**src/rtl/dmem_arb_pkg.sv**
```systemverilog
// Shared types and constants for the data-memory arbiter.
//   owner_e   : which port owns the read data returning this cycle
//   mem_req_t : one memory access (write enable, word address, write data)
package dmem_arb_pkg;

    localparam int unsigned WAIT_CNT_W  = 4;
    localparam int unsigned DMEM_DATA_W = 32;
    localparam int unsigned DMEM_ADDR_W = 8;

    typedef enum logic [1:0] {
        OWN_NONE = 2'd0,
        OWN_CORE = 2'd1,
        OWN_DBG  = 2'd2
    } owner_e;

    typedef struct packed {
        logic                   we;
        logic [DMEM_ADDR_W-1:0] addr;
        logic [DMEM_DATA_W-1:0] wdata;
    } mem_req_t;

endpackage

```
**src/rtl/dmem_arb_starve_ctr.sv**
```systemverilog
// Starvation counter for a low-priority requester: counts consecutive denied
// cycles, saturates at P_MAX_WAIT and then asks the arbiter to force a win.
//   i_clk, i_rst_n : clock, synchronous active-low reset
//   i_req          : low-priority request
//   i_gnt          : low-priority grant this cycle
//   o_force_c      : counter has reached P_MAX_WAIT (combinational)
module dmem_arb_starve_ctr
    import dmem_arb_pkg::*;
#(
    parameter int unsigned P_MAX_WAIT = 4
) (
    input  logic i_clk,
    input  logic i_rst_n,
    input  logic i_req,
    input  logic i_gnt,
    output logic o_force_c
);

    localparam logic [WAIT_CNT_W-1:0] MAX_CNT = WAIT_CNT_W'(P_MAX_WAIT);

    logic [WAIT_CNT_W-1:0] r_wait_cnt;

    // Clear on grant, count denied cycles, hold when not requesting.
    always_ff @(posedge i_clk) begin
        if (!i_rst_n) begin
            r_wait_cnt <= '0;
        end else if (i_gnt) begin
            r_wait_cnt <= '0;
        end else if (i_req && (r_wait_cnt != MAX_CNT)) begin
            r_wait_cnt <= r_wait_cnt + WAIT_CNT_W'(1);
        end
    end

    assign o_force_c = (r_wait_cnt == MAX_CNT);

endmodule

```
**src/rtl/dmem_arbiter.sv**
```systemverilog
// Single-port data-memory arbiter between the core load/store port (C, priority)
// and a debug/loader master (D, guaranteed progress via a starvation counter).
// Grants are combinational; read data returns the cycle after a read grant.
//   i_core_* / o_core_* : core request bundle, grant, stall, read return
//   i_dbg_*  / o_dbg_*  : debug request bundle, grant, read return
//   o_mem_* / i_mem_rdata : data memory macro interface (synchronous read)
// Optional build macro DMEM_ARB_STATS_EN adds 32-bit grant/conflict counters
// o_stat_core_cnt, o_stat_dbg_cnt, o_stat_conflict_cnt.
// Bus widths above the package widths are truncated by the internal bus struct.
module dmem_arbiter
    import dmem_arb_pkg::*;
#(
    parameter int unsigned P_DATA_WIDTH      = 32,
    parameter int unsigned P_DMEM_ADDR_WIDTH = 8,
    parameter int unsigned P_MAX_WAIT        = 4
) (
    input  logic                         i_clk,
    input  logic                         i_rst_n,
    input  logic                         i_core_req,
    input  logic                         i_core_we,
    input  logic [P_DMEM_ADDR_WIDTH-1:0] i_core_addr,
    input  logic [P_DATA_WIDTH-1:0]      i_core_wdata,
    output logic                         o_core_gnt,
    output logic                         o_core_stall,
    output logic                         o_core_rvalid,
    output logic [P_DATA_WIDTH-1:0]      o_core_rdata,
    input  logic                         i_dbg_req,
    input  logic                         i_dbg_we,
    input  logic [P_DMEM_ADDR_WIDTH-1:0] i_dbg_addr,
    input  logic [P_DATA_WIDTH-1:0]      i_dbg_wdata,
    output logic                         o_dbg_gnt,
    output logic                         o_dbg_rvalid,
    output logic [P_DATA_WIDTH-1:0]      o_dbg_rdata,
    output logic                         o_mem_en,
    output logic                         o_mem_we,
    output logic [P_DMEM_ADDR_WIDTH-1:0] o_mem_addr,
    output logic [P_DATA_WIDTH-1:0]      o_mem_wdata,
    input  logic [P_DATA_WIDTH-1:0]      i_mem_rdata
`ifdef DMEM_ARB_STATS_EN
    ,
    output logic [31:0]                  o_stat_core_cnt,
    output logic [31:0]                  o_stat_dbg_cnt,
    output logic [31:0]                  o_stat_conflict_cnt
`endif
);

    logic     w_force_dbg;
    logic     w_core_gnt;
    logic     w_dbg_gnt;
    mem_req_t w_core_bus;
    mem_req_t w_dbg_bus;
    mem_req_t w_mem_req;
    owner_e   r_rd_owner;
    owner_e   w_rd_owner_nxt;

    dmem_arb_starve_ctr #(
        .P_MAX_WAIT (P_MAX_WAIT)
    ) u_starve_ctr (
        .i_clk     (i_clk),
        .i_rst_n   (i_rst_n),
        .i_req     (i_dbg_req),
        .i_gnt     (w_dbg_gnt),
        .o_force_c (w_force_dbg)
    );

    // Winner select: D wins alone or when starved; grants held off during reset.
    always_comb begin
        w_core_gnt = 1'b0;
        w_dbg_gnt  = 1'b0;
        if (i_rst_n) begin
            if (i_dbg_req && (!i_core_req || w_force_dbg)) begin
                w_dbg_gnt = 1'b1;
            end else if (i_core_req) begin
                w_core_gnt = 1'b1;
            end
        end
    end

    assign o_core_gnt   = w_core_gnt;
    assign o_dbg_gnt    = w_dbg_gnt;
    assign o_core_stall = i_rst_n & i_core_req & ~w_core_gnt;

    assign w_core_bus = '{we: i_core_we, addr: DMEM_ADDR_W'(i_core_addr),
                          wdata: DMEM_DATA_W'(i_core_wdata)};
    assign w_dbg_bus  = '{we: i_dbg_we, addr: DMEM_ADDR_W'(i_dbg_addr),
                          wdata: DMEM_DATA_W'(i_dbg_wdata)};

    // Memory mux; idle cycles park on the core bundle with writes disabled.
    always_comb begin
        w_mem_req    = w_core_bus;
        w_mem_req.we = 1'b0;
        if (w_dbg_gnt) begin
            w_mem_req = w_dbg_bus;
        end else if (w_core_gnt) begin
            w_mem_req = w_core_bus;
        end
    end

    assign o_mem_en    = w_core_gnt | w_dbg_gnt;
    assign o_mem_we    = w_mem_req.we;
    assign o_mem_addr  = P_DMEM_ADDR_WIDTH'(w_mem_req.addr);
    assign o_mem_wdata = P_DATA_WIDTH'(w_mem_req.wdata);

    // Read-owner state register.
    always_ff @(posedge i_clk) begin
        if (!i_rst_n) begin
            r_rd_owner <= OWN_NONE;
        end else begin
            r_rd_owner <= w_rd_owner_nxt;
        end
    end

    // Read-owner next state: rewritten every cycle by the current read grant.
    always_comb begin
        w_rd_owner_nxt = OWN_NONE;
        if (w_core_gnt && !i_core_we) begin
            w_rd_owner_nxt = OWN_CORE;
        end else if (w_dbg_gnt && !i_dbg_we) begin
            w_rd_owner_nxt = OWN_DBG;
        end
    end

    // Read-return outputs; a read in flight when reset asserts is discarded.
    always_comb begin
        o_core_rvalid = 1'b0;
        o_core_rdata  = '0;
        o_dbg_rvalid  = 1'b0;
        o_dbg_rdata   = '0;
        if (i_rst_n) begin
            case (r_rd_owner)
                OWN_CORE: begin
                    o_core_rvalid = 1'b1;
                    o_core_rdata  = i_mem_rdata;
                end
                OWN_DBG: begin
                    o_dbg_rvalid = 1'b1;
                    o_dbg_rdata  = i_mem_rdata;
                end
                default: ;
            endcase
        end
    end

`ifdef DMEM_ARB_STATS_EN
    logic [31:0] r_stat_core_cnt;
    logic [31:0] r_stat_dbg_cnt;
    logic [31:0] r_stat_conflict_cnt;

    // Free-running wrap-around activity counters.
    always_ff @(posedge i_clk) begin
        if (!i_rst_n) begin
            r_stat_core_cnt     <= '0;
            r_stat_dbg_cnt      <= '0;
            r_stat_conflict_cnt <= '0;
        end else begin
            if (w_core_gnt) r_stat_core_cnt <= r_stat_core_cnt + 32'(1);
            if (w_dbg_gnt)  r_stat_dbg_cnt  <= r_stat_dbg_cnt + 32'(1);
            if (i_core_req && i_dbg_req) begin
                r_stat_conflict_cnt <= r_stat_conflict_cnt + 32'(1);
            end
        end
    end

    assign o_stat_core_cnt     = r_stat_core_cnt;
    assign o_stat_dbg_cnt      = r_stat_dbg_cnt;
    assign o_stat_conflict_cnt = r_stat_conflict_cnt;
`endif

endmodule

```
**config.mk**
```make
export PLATFORM = sky130hd
export DESIGN_NAME = dmem_arbiter
export DESIGN_NICKNAME = d
export VERILOG_FILES = /design/src/rtl/dmem_arb_pkg.sv /design/src/rtl/dmem_arb_starve_ctr.sv /design/src/rtl/dmem_arbiter.sv
export SDC_FILE = /design/constraint.sdc
export NUM_CORES = 1
export LEC_CHECK = 0
export BUFFER_PORTS_ARGS = -buffer_cell sky130_fd_sc_hd__buf_2
export CAP_MARGIN = 25
export CORE_AREA = 3 3 88 90
export CTS_CLUSTER_DIAMETER = 120
export CTS_CLUSTER_SIZE = 14
export DETAILED_ROUTE_END_ITERATION = 7
export DIE_AREA = 0 0 91 93
export PLACE_DENSITY = 0.59
export SLEW_MARGIN = 25
export SYNTH_ARGS = -nofsm -noshare
export SYNTH_HDL_FRONTEND = slang
export SYNTH_SLANG_ARGS = --single-unit
```
**constraint.sdc**
```tcl
create_clock -name i_clk -period 1.6 [get_ports i_clk]
set_input_delay 0.16 -clock i_clk [delete_from_list [all_inputs] [get_ports i_clk]]
set_output_delay 0.16 -clock i_clk [all_outputs]
set_load 0.005 [all_outputs]
```
After elaboration in Yosys (flattened, before gate mapping)
Cells that the tools add are included.
{"block": "classes", "n_eq_ne": 4, "mux": 17, "n_lt_le_gt_ge": 0, "div": 0, "multipliers": 0, "n_shift": 0, "n_addsub": 1, "reduce_logical": 10, "bitwise": 5}
{"op": "$mux 32", "n": 4}
{"op": "$mux 41", "n": 2}
{"op": "$mux 1", "n": 10}
{"op": "$add 4x1->4 const B", "n": 1}
{"op": "$eq 4x3->1 const B", "n": 1}
{"op": "$logic_and 1x1->1", "n": 4}
{"op": "$ne 4x3->1 const B", "n": 1}
{"op": "$reduce_or 2->1", "n": 2}
{"op": "$logic_not 1->1", "n": 3}
{"op": "$and 1x1->1", "n": 2}
{"op": "$eq 2x1->1 const B", "n": 1}
{"op": "$eq 2x2->1 const B", "n": 1}
{"op": "$mux 2", "n": 1}
{"op": "$not 1->1", "n": 2}
{"op": "$logic_or 1x1->1", "n": 1}
{"op": "$or 1x1->1", "n": 1}
{"block": "word_totals", "out_inout_bits": 111, "n_memories": 0, "reg_bits": 6, "elab_cells": 40, "latchBits": 0, "mem_bits_rw": 0, "in_bits": 118, "rom_bits": 0}

Depth between registers and ports, before layout
{"block": "depth", "word_depth": 8, "ltp_mapped": 6, "mapped_depth_nobuf": 5}

Cells and area by module
From an unflattened synthesis, not the netlist that was laid out.
{"block": "hier_totals", "hier_cells": 159, "area_unflattened_um2": 1440.1}
{"mod": "dmem_arbiter", "area_each_um2": 1236.2, "cells_per_inst": 133, "instances": 1, "seq_area_each_um2": 40.0}
{"mod": "dmem_arb_starve_ctr", "area_each_um2": 203.9, "cells_per_inst": 26, "instances": 1, "seq_area_each_um2": 80.1}

Worst setup path before layout
No wires, ideal clock.
{"block": "synth_timing", "path_type": "register to output", "from": "reg u_starve_ctr.r_wait_cnt[0]", "to": "out o_mem_wdata[10]", "stages_incl_launch_ff": 7, "t_arrival_ns": 1.449, "slack_ns": -0.009, "path_buffers": 1, "required_time_ns": 1.440, "path_cell_list": "dfxtp_1 inv_1 ha_1 nand3b_4 a21oi_4 buf_6 mux2_2"}
{"block": "synth_between", "elab_chain_cells": 6}
{"item": "from (decl)", "line": "dmem_arb_starve_ctr.sv:21", "text": "logic [WAIT_CNT_W-1:0] r_wait_cnt;"}
{"item": "from (signal assigned)", "line": "dmem_arb_starve_ctr.sv:30", "text": "r_wait_cnt <= r_wait_cnt + WAIT_CNT_W'(1);"}
{"item": "$eq 4x3->1", "line": "dmem_arb_starve_ctr.sv:34", "text": "assign o_force_c = (r_wait_cnt == MAX_CNT);"}
{"item": "$logic_or 1x1->1", "line": "dmem_arbiter.sv:71", "text": "if (i_dbg_req && (!i_core_req || w_force_dbg)) begin"}
{"item": "$logic_and 1x1->1", "line": "dmem_arbiter.sv:71"}
{"item": "$mux 1", "line": "dmem_arbiter.sv:71"}
{"item": "$mux 1", "line": "dmem_arbiter.sv:70", "text": "if (i_rst_n) begin"}
{"item": "$mux 41", "line": "dmem_arbiter.sv:92", "text": "if (w_dbg_gnt) begin"}
{"item": "to (decl)", "line": "dmem_arbiter.sv:37", "text": "output logic [P_DATA_WIDTH-1:0] o_mem_wdata,"}
Every way passes these cells.

Worst setup path after layout
{"block": "layout_timing", "from": "reg u_starve_ctr.r_wait_cnt[0]", "to": "out o_mem_wdata[19]"}
Same word-level chain as after synthesis.

==> run_results.csv <==
group,metric,value,unit
timing,tns,-12700,ps
floorplan,die_area,0.00846,mm^2
timing,hold_violations,0,
synthesis,synth.avg_cell_area,8.18,um^2
timing,worst_slew_pin_slew,247,ps
placement,dpl.hpwl,5.37,mm
synthesis,synth_top_area_cell,"mux2_2",
setup_path,critPathKind,"reg -> out",
floorplan,start_util,18.2,%
run_status,outcome,"finished with violations",
global_routing,grt_pass1_wl,9.77,mm
flow_run,drv_cap,0,
hold_path,min_delay_path_depth,2,
timing,fmax,0.514,GHz
power,leakagePower,1.84,nW
finish,fin_nets,525,
drt,ant_nets,0,
timing,holdWs,120,ps
cts,hold_buffers,0,
floorplan,die_y,93,um
setup_path,reg2regPathDepth,5,
global_routing,track_usage,14.3,%
finish,diodes,0,
timing,setup_slack,-344,ps
synthesis,postSynthNetCount,279,
placement,dp.cells,487,
hold_path,hold_path_class,"in -> reg",
drt,drt-vias-per-instance,4.22,
timing,finalSetupViolCount,42,
timing,fin_crit,1940,ps
cts,clockBufferDepth,2,
finish,synthToLayoutAreaGrowth,145,%
drt,vias,2119,
synthesis,synth_seq_cells,6,
finish,drive_above_1_share,75.9,%
synthesis,syn_area,0.00130,mm^2
cts,cts_tree,"yes",
synthesis,synth_edf_count,0,
placement,gp_congestion,0.813,
synthesis,synth_cell_types,26,
synthesis,seq_area_frac_synth,9.24,%
synthesis,synth.most_common_cell,"and2_1",
finish,stdcell_count,502,
timing,rsz0062_at_grt,"yes",
cts,root_buffer,"clkbuf_8",
drt,remaining_drc_errors,0,
cts,cts_buffers,3,
cts,cts_max_level,1,
run_status,violations,"negative setup slack",
setup_path,cp_max_fo,9,
timing,drv_slew,0,
finish,n_fill_cell,726,
power,powerDensity,318,mW/mm^2
timing,timing.slew.headroom,83.5,%
synthesis,synthCells,159,
setup_path,worst_setup_path_end_kind,"output pin",
setup_path,required,1440,ps
timing,fin_crit_sh,122,%
placement,numPortBuffers,228,
setup_path,start_kind,"register",
synthesis,synth_area_leaders,"mux2_2, and2_1, dfxtp_1, buf_6, mux2_1",
drt,wl_per_cell,14.5,um
global_routing,antenna_found_initial,0,
floorplan,row_count,31,
cts,clk_pin_slew,30,ps
synthesis,synthFlopType,"dfxtp_1",
timing,clock_skew,7.69,ps
synthesis,netlist.area_leader.share,32.1,%
drt,first_pass_iters,4,
global_routing,grt_max_degree,34,
drt,wirelength,7.30,mm
floorplan,die_w,91,um
power,total_power,1.01,mW
finish,postLayoutCoreUtil,44.6,%
power,ir_drop,0.300,mV
synthesis,synth_common_cells,"and2_1, mux2_2, dfxtp_1, nand2_1",
floorplan,ios,229,
setup_path,critPathArrivalTime,1780,ps
cts,clock_latency,240,ps
cts,cts_sinks,6,
floorplan,coreArea,0.00714,mm^2
global_routing,grt_pass1_vias,2104,
synthesis,synthArstFlopShare,0,%
global_routing,grt_remaining_overflow,0,
drt,drt_iter0_drc,21,
synthesis,yosys_warnings,0,
## metrics by stage
| stage | worst slack [ps] | area (um^2) |
|---|---|---|
| global placement | -95.8 | 2620 |
| CTS | -318 | 2870 |
| global route | -416 | 3180 |
| finish | -344 | 3180 |
| floorplan | 12.8 | 1300 |
| detailed placement | -145 | 2620 |
## routing by layer
layer,global-route usage [%],vias to the layer above,share of wire (%)
li1,-,1022,-
met1,14.0,960,33
met2,27.8,127,56
met3,4.59,10,9.1
met4,5.28,0,1.8
met5,0,-,0
## final timing paths
kind	start	to	slack, ps
setup / recovery	u_starve_ctr.r_wait_cnt[0]	o_mem_wdata[19]	-340
hold / removal	i_core_we	r_rd_owner[0]	120
setup reg to reg	u_starve_ctr.r_wait_cnt[1]	u_starve_ctr.r_wait_cnt[3]	160
hold reg to reg	u_starve_ctr.r_wait_cnt[1]	u_starve_ctr.r_wait_cnt[1]	510
## critical path: stages, from the launching register on
cell and delay (ps):
dfxtp_2 310, inv_2 70, ha_4 150, nand3b_4 90, a21oi_4 180, buf_6 150
buf_12 130, mux2_2 340, buf_2 130
## cells by family after synthesis
family,Yosys count,synth area share [%]
and+or+nand+nor,88,42.3
muxes,40,34.6
AOI/OAI and AO/OA,8,4.91
buffers and inverters,15,6.93
DFF,6,9.24
adders and majority gates,2,1.92
## flip-flops by register name (all words and copies together), names as in the netlist
register	cells
u_starve_ctr.r_wait_cnt	4
r_rd_owner	2
## cell type report
type / count / area, um^2 / share of cell area [%]
flip-flops and latches: 6 / 123 / 3.85
repair buffers: 253 / 1660 / 52.2
clock buffers: 3 / 41.3 / 1.30
multi-input cells: 138 / 1220 / 38.4
well taps: 99 / 124 / 3.89
inverters: 3 / 11.3 / 0.354
## timing repair
action	4_1_cts	5_1_grt
setup endpoints to repair	43	43
pin swaps	0	1
resized for setup	29	48
setup buffers	5	3
gates cloned	2	2
## cell usage in the layout, fill, tap and decap left out, types with 4 or more instances in the layout
cell and n:
nor2_1 5, and2_1 64, buf_6 37, mux2_2 9
mux2_4 31, dfxtp_1 4, buf_4 13, buf_2 196
nand2_1 6
## report_power, final
group | leakage, nW | internal [mW] | total [mW] | switching [mW]
clock network | 0.0216 | 0.163 | 0.245 | 0.0817
registers | 0.0496 | 0.155 | 0.157 | 0.00213
logic | 1.77 | 0.397 | 0.612 | 0.215
(Power assumes the default switching activity.)
